--- config.mk ---
export PLATFORM = sky130hd
export DESIGN_NAME = irq_dispatch
export DESIGN_NICKNAME = d
export VERILOG_FILES = /design/src/rtl/irq_dispatch.sv
export SDC_FILE = /design/constraint.sdc
export NUM_CORES = 1
export LEC_CHECK = 0
export CORE_MARGIN = 2
export CORE_UTILIZATION = 46
export DETAILED_ROUTE_END_ITERATION = 6
export PLACE_DENSITY = 0.86
export SLEW_MARGIN = 40
export SYNTH_ARGS = -nofsm -noshare
export SYNTH_HDL_FRONTEND = slang
export SYNTH_SLANG_ARGS = --single-unit
--- constraint.sdc ---
create_clock -name clk -period 3.5 [get_ports clk]
set_input_delay 0.35 -clock clk [delete_from_list [all_inputs] [get_ports clk]]
set_output_delay 0.35 -clock clk [all_outputs]
set_load 0.03 [all_outputs]
--- src/rtl/irq_dispatch.sv ---
// irq_dispatch: captures peripheral interrupts, redirects fetch to the ISR and back on mret; define IRQ_LEVEL_EN for level-sensitive sources
module irq_dispatch #(
   parameter int N_SRC  = 5,
   parameter int ADDR_W = 32
) (
   input  logic              clk,
   input  logic              reset,
   input  logic [N_SRC-1:0]  irq_raw,
   input  logic [N_SRC-1:0]  irq_mask,
   output logic [N_SRC-1:0]  irq_sources,
   input  logic [ADDR_W-1:0] irq_target,
   input  logic              instr_boundary,
   input  logic [ADDR_W-1:0] pc_next,
   input  logic              mret,
   output logic              redirect_valid,
   input  logic              redirect_ready,
   output logic [ADDR_W-1:0] redirect_pc,
   output logic              irq_active,
   output logic [2:0]        irq_cause,
   output logic [ADDR_W-1:0] epc
);
   typedef enum logic [1:0] {IDLE, TAKE, ACTIVE, RET} state_t;
   state_t state, state_n;
   logic [N_SRC-1:0] pending, pending_n, prev_raw, win_oh;
   logic [2:0] win, irq_cause_n;
   logic take, redirect_valid_n, irq_active_n;
   logic [ADDR_W-1:0] redirect_pc_n, epc_n;
   // highest-index pending source wins, matching the controller's target selection
   always_comb begin
      win = '0;
      for (int i = 0; i < N_SRC; i++) if (pending[i]) win = 3'(i);
   end
   assign win_oh = N_SRC'(1) << win;
   assign take = (state == IDLE) && (|pending) && instr_boundary;
   assign irq_sources = ~pending;
`ifdef IRQ_LEVEL_EN
   assign pending_n = ~irq_raw & irq_mask;
`else
   assign pending_n = ((pending & ~(take ? win_oh : '0)) | (~irq_raw & prev_raw)) & irq_mask;
`endif
   // next-state and redirect bookkeeping
   always_comb begin
      state_n = state;
      redirect_valid_n = redirect_valid;
      redirect_pc_n = redirect_pc;
      irq_active_n = irq_active;
      irq_cause_n = irq_cause;
      epc_n = epc;
      case (state)
         IDLE: if (take) begin
            state_n = TAKE;
            epc_n = pc_next;
            redirect_pc_n = irq_target;
            irq_cause_n = win;
            redirect_valid_n = 1'b1;
            irq_active_n = 1'b1;
         end
         TAKE: if (redirect_ready) begin
            state_n = ACTIVE;
            redirect_valid_n = 1'b0;
         end
         ACTIVE: if (mret) begin
            state_n = RET;
            redirect_pc_n = epc;
            redirect_valid_n = 1'b1;
         end
         RET: if (redirect_ready) begin
            state_n = IDLE;
            redirect_valid_n = 1'b0;
            irq_active_n = 1'b0;
         end
         default: state_n = IDLE;
      endcase
   end
   // state and output registers
   always_ff @(posedge clk) begin
      if (reset) begin
         state <= IDLE;
         pending <= '0;
         prev_raw <= '1;
         redirect_valid <= 1'b0;
         redirect_pc <= '0;
         irq_active <= 1'b0;
         irq_cause <= '0;
         epc <= '0;
      end else begin
         state <= state_n;
         pending <= pending_n;
         prev_raw <= irq_raw;
         redirect_valid <= redirect_valid_n;
         redirect_pc <= redirect_pc_n;
         irq_active <= irq_active_n;
         irq_cause <= irq_cause_n;
         epc <= epc_n;
      end
   end
endmodule

==> results of run 1 <==
## worst min-delay path: stages, from the launching register on
cell	delay [ps]
dfxtp_1	310
nand2_1	60
a21oi_1	60
## cell families after synthesis
kind of cell	synth area share, %
adder cells (fa/ha/maj)	1.76
AO/OA/AOI/OAI	23.5
multiplexers	9.30
flip-flops	45.5
buffers and inverters	5.44
AND/OR/NAND/NOR	14.5
## state kept, by name, indices dropped and copies added, names as in the netlist
register	cells
redirect_pc	32
pending	5
state	2
irq_active	1
prev_raw	5
epc	32
redirect_valid	1
irq_cause	3
## cell usage after synthesis
cell and n:
dfxtp_1 81, nor4b_1 2, o22ai_1 1, or2_2 5
nand3b_1 2, nand3_2 1, o41ai_1 1, nor2_1 8
a21oi_1 72, and2_1 1, ha_1 5, o211a_2 1
clkbuf_1 21, mux2i_1 32, a211oi_1 2, a21o_1 1
o211ai_1 1, or4_1 2, o21ai_0 2, nor3b_1 2
and3b_1 1, nand2_1 69, a22o_1 1, nand3_1 1
a211oi_2 30, buf_6 5, mux2_2 1, nor4_4 1
o21ai_1 1, or4b_2 1, nand2b_1 3, o21a_1 1
inv_1 9, and3_1 2, o31ai_1 2, buf_2 5
nor3_1 1, nor2b_1 4, nor4_1 2
## report_power, final
part	internal [mW]	leakage (nW)	switching [mW]	total, mW
Combinational	0.888	1.07	1.23	2.12
Clock	0.493	0.120	0.326	0.819
Sequential	1.17	0.665	0.163	1.34
Total	2.56	1.85	1.72	4.28
## area by class of cell
class	instances	area (µm²)
Clock inverter	5	103
Tap cell	102	128
Clock buffer	11	141
Fill cell	600	2210
Timing Repair Buffer	157	1600
Multi-Input combinational cell	262	1770
Sequential cell	81	1620
Inverter	9	33.8
## metrics by stage
| stage | std cells | hold slack (ps) | power (mW) |
|---|---|---|---|
| global placement | 609 | 443 | 3.36 |
| finish | 627 | 476 | 4.28 |
| detailed placement | 611 | 463 | 3.48 |
| floorplan | 383 | 457 | 2.69 |
| CTS | 627 | 474 | 4.30 |
| global route | 627 | 496 | 4.51 |
## worst paths after layout
kind	startpoint	endpoint	slack, ps	cells after the start
worst max-delay path	state[0]	redirect_pc[5]	1240	7
worst min-delay path	irq_cause[2]	irq_cause[2]	480	2
worst max register to register	state[0]	redirect_pc[5]	1240	7
worst min register to register	irq_cause[2]	irq_cause[2]	480	2
## metal layers
| metal | vias to the layer above | global-route usage [%] | share of wire [%] |
|---|---|---|---|
| li1 | 1611 | - | - |
| met3 | 10 | 5.42 | 6.3 |
| met5 | - | 0 | 0 |
| met1 | 1505 | 28.4 | 44 |
| met4 | 0 | 8.58 | 1.3 |
| met2 | 106 | 38.6 | 49 |
==> run metrics, run 1 <==
Die ar. 0.00847 mm²; CP Max Fanout 34; Place WS 1300 ps; GRT Total Usage 22.9%; CTS tree built; Netlist Area Pre-Place 0.00356 mm²; Critical-path top delay cell and2_2; first-pass GRT wire length 15700 µm; clock root buffer clkbuf_8; antenna diode count 0; DR WL/cell 15.3 µm; Die Ht 92.0 µm; Final GP Congestion 0.797; max-slew violation count 0; Top-Level Pins 153; critical path endpoint category flop; post-synth top area share 45.5%; chip width 92.0 µm; peak supply drop 407 µV; Area after DPL 0.00515 mm²; initial antenna violation count 0; number of global-route vias before repair 3271; Area growth, synth to finish 51.3%; Worst-Margin Slew 740 ps; crit start category flop; core area 0.00761 mm²; RSZ-0062 raised after global routing false; number of port buffers 152; max_cap viols 0; Layout Skew 11.2 ps; Data required, critical path 3680 ps; Synth area leaders dfxtp_1, a211oi_2, a21oi_1; critical-path cell list inv_1, ha_1, nand3_2, buf_4, and2_2, buf_16, a211oi_2; grt total ovfl 0; fmax 0.443 GHz; Synth cell types 39; Vias per Instance 5.15; Avg Inst Size Synth 9.31 µm²; # H-tree levels 3; Slew HR 50.7%; CTS clk-pin slew, worst paths 80 ps; WS Path Type flop to flop; Ys Warns 0; DR iter-0 viols 93; commonest non-fill, non-tap cell in the layout clkdlybuf4s50_1; crit path buf inv count 3; worst skew pair latency 340 ps; via count 3232; Clock Tree Buf Depth 2; layout cells sized above 1 12.4%; Final Util 70.9%; cts-stage hold buffer count 0; max incr delay on CP 510 ps; first drt pass iteration count 4; postcts setup bufs 0; worst path arrival time 2440 ps; most frequent cells in the layout clkdlybuf4s50_1, dfxtp_1, a21oi_1; CTS-repair resized insts 0; CP top delay family buffers and inverters; P per Cell Area 793 mW/mm²; Setup Viol. Count Final 0; worst hold path class flop to flop; drt drc 0; Leak 1.85 nW; final hold vios 0; Seq cells post-synth 81; largest net degree at the start of global routing 86; Initial Util 46.9%; Num CTS Buffers 9; DP Wirelength 6650 µm; drt total wl 9590 µm; outcome finished, final reports clean; Core Rows 32; CTS sink count 81; Tmin final 2260 ps; ANT nets after route 0; syn_nets 467; Final Cell Area 0.00539 mm²; final worst slack 1240 ps; Synth Instances 383; fin crit share 64.5%; sequential share of the synthesized area 45.5%; Synth area leader dfxtp_1; Final nets 604; post-route setup TNS 0 ps
No activity file was read; power rests on OpenSTA's default activity.
==> inputs of run 2 (changes only) <==
- CORE_UTILIZATION: 46 -> 38
- PLACE_DENSITY: 0.86 -> 0.76
- clock period: 3.5 -> 1.8 ns (I/O delays scaled with it)
==> run metrics, run 2 (same netlist as run 1, synthesis figures left out) <==
postcts setup bufs 0; antenna diode count 0; initial antenna violation count 0; cts-stage hold buffer count 0; Setup Viol. Count Final 0; peak supply drop 618 µV; Clock Tree Buf Depth 2; max-slew violation count 0; Slew HR 60.2%; commonest non-fill, non-tap cell in the layout clkdlybuf4s50_1; largest registers epc: 32 flops, redirect_pc: 32 flops; P per Cell Area 1510 mW/mm²; Vias per Instance 5.06; clock root buffer clkbuf_8; layout cells sized above 1 15.7%; Final GP Congestion 0.751; Int Power 4.98 mW; sequential group share of total power 30.8%; CP Max Fanout 7; DR WL/cell 15.0 µm; number of port buffers 152; combinational power share 51.3%; Num CTS Buffers 9; via count 3299; Top-Level Pins 153; CTS tree built; Clock power frac 17.9%; hold depth 2; Tmin final 1740 ps; first drt pass iteration count 4; Final Cell Area 0.00555 mm²; final hold vios 0; R2R depth 5; Fin Hold WS 73.8 ps; DR iter-0 viols 96; drt drc 0; worst skew pair latency 340 ps; ANT nets after route 0; Area after DPL 0.00530 mm²; Die ar. 0.0102 mm²; Initial Util 38.9%; Core Rows 35; largest net degree at the start of global routing 46; outcome finished, final reports clean; crit start category flop; fillers 806; most frequent cells in the layout clkdlybuf4s50_1, dfxtp_1, a21oi_1; WS Path Type flop to flop; CTS clk-pin slew, worst paths 80 ps; core area 0.00915 mm²; Sw Pwr 3.38 mW; grt total ovfl 0; RSZ-0062 raised after global routing true; Die Ht 101 µm; GRT Total Usage 19.2%; fmax 0.576 GHz; CTS sink count 81; drt total wl 9790 µm; worst hold path class primary input to flop; max_cap viols 0; number of global-route vias before repair 3382; worst path arrival time 1990 ps; Worst-Margin Slew 597 ps; first-pass GRT wire length 15600 µm; Layout Skew 7.84 ps; DP Wirelength 7130 µm; fin crit share 96.5%; sw frac 40.5%; chip width 101 µm; Final nets 620; critical path endpoint category flop; # H-tree levels 3; Data required, critical path 2050 ps; Leak 1.94 nW; Area growth, synth to finish 55.6%
[run 2: area by class of cell]
class / count / area, µm² / area share (%)
clock buffer: 10 / 138 / 2.48
tap: 111 / 139 / 2.50
multi-input combinational: 262 / 1770 / 32.0
timing repair buffer: 173 / 1750 / 31.5
inverter: 9 / 33.8 / 0.609
sequential: 81 / 1620 / 29.3
clock inverter: 6 / 90.1 / 1.62
[run 2: per-layer routing]
| metal | global-route usage [%] | wire length [µm] | share of wire (%) | vias to the layer above |
|---|---|---|---|---|
| li1 | - | - | - | 1646 |
| met1 | 23.4 | 4240 | 43 | 1542 |
| met2 | 32.9 | 4820 | 49 | 103 |
| met3 | 4.99 | 637 | 6.5 | 8 |
| met4 | 6.11 | 95 | 0.97 | 0 |
| met5 | 0 | 0 | 0 | - |
[run 2: per-stage QoR]
stage,cells,power [mW],TNS (ps),worst slack [ps],utilization (%)
2_1_floorplan,383,5.24,0,59.6,-
3_3_place_gp,636,6.83,0,50.4,57.9
3_5_place_dp,636,6.93,-174,-36.6,57.9
4_1_cts,652,8.44,0,17.7,60.4
5_1_grt,652,8.84,-17.8,-17.8,60.6
6_report,652,8.36,0,63.2,60.6
[run 2: power groups by stage]
stage	registers, mW	logic (mW)	clock network, mW
6_report	2.57	4.29	1.50
5_1_grt	2.63	4.58	1.62
4_1_cts	2.57	4.34	1.53
3_5_place_dp	2.61	4.32	0
3_3_place_gp	2.59	4.24	0
2_1_floorplan	3.49	1.75	0
[run 2: worst paths after layout]
check | slack (ps) | endpoint | from
min | 70 | pending[3] | reset
max | 60 | state[1] | state[0]
max reg2reg | 60 | state[1] | state[0]
min reg2reg | 460 | irq_cause[2] | irq_cause[2]
[run 2: timing repair]
action	in CTS	in global routing
endpoints found under the hold margin	0	0
pin swaps	0	0
gates cloned	0	0
setup endpoints to repair	23	26
gates resized for setup	1	6
[run 2: critical path: stages (launching register included)]
cell and delay, ps:
dfxtp_2 360, inv_1 90, ha_2 260, and3_1 220, or4b_2 640, o31ai_1 80
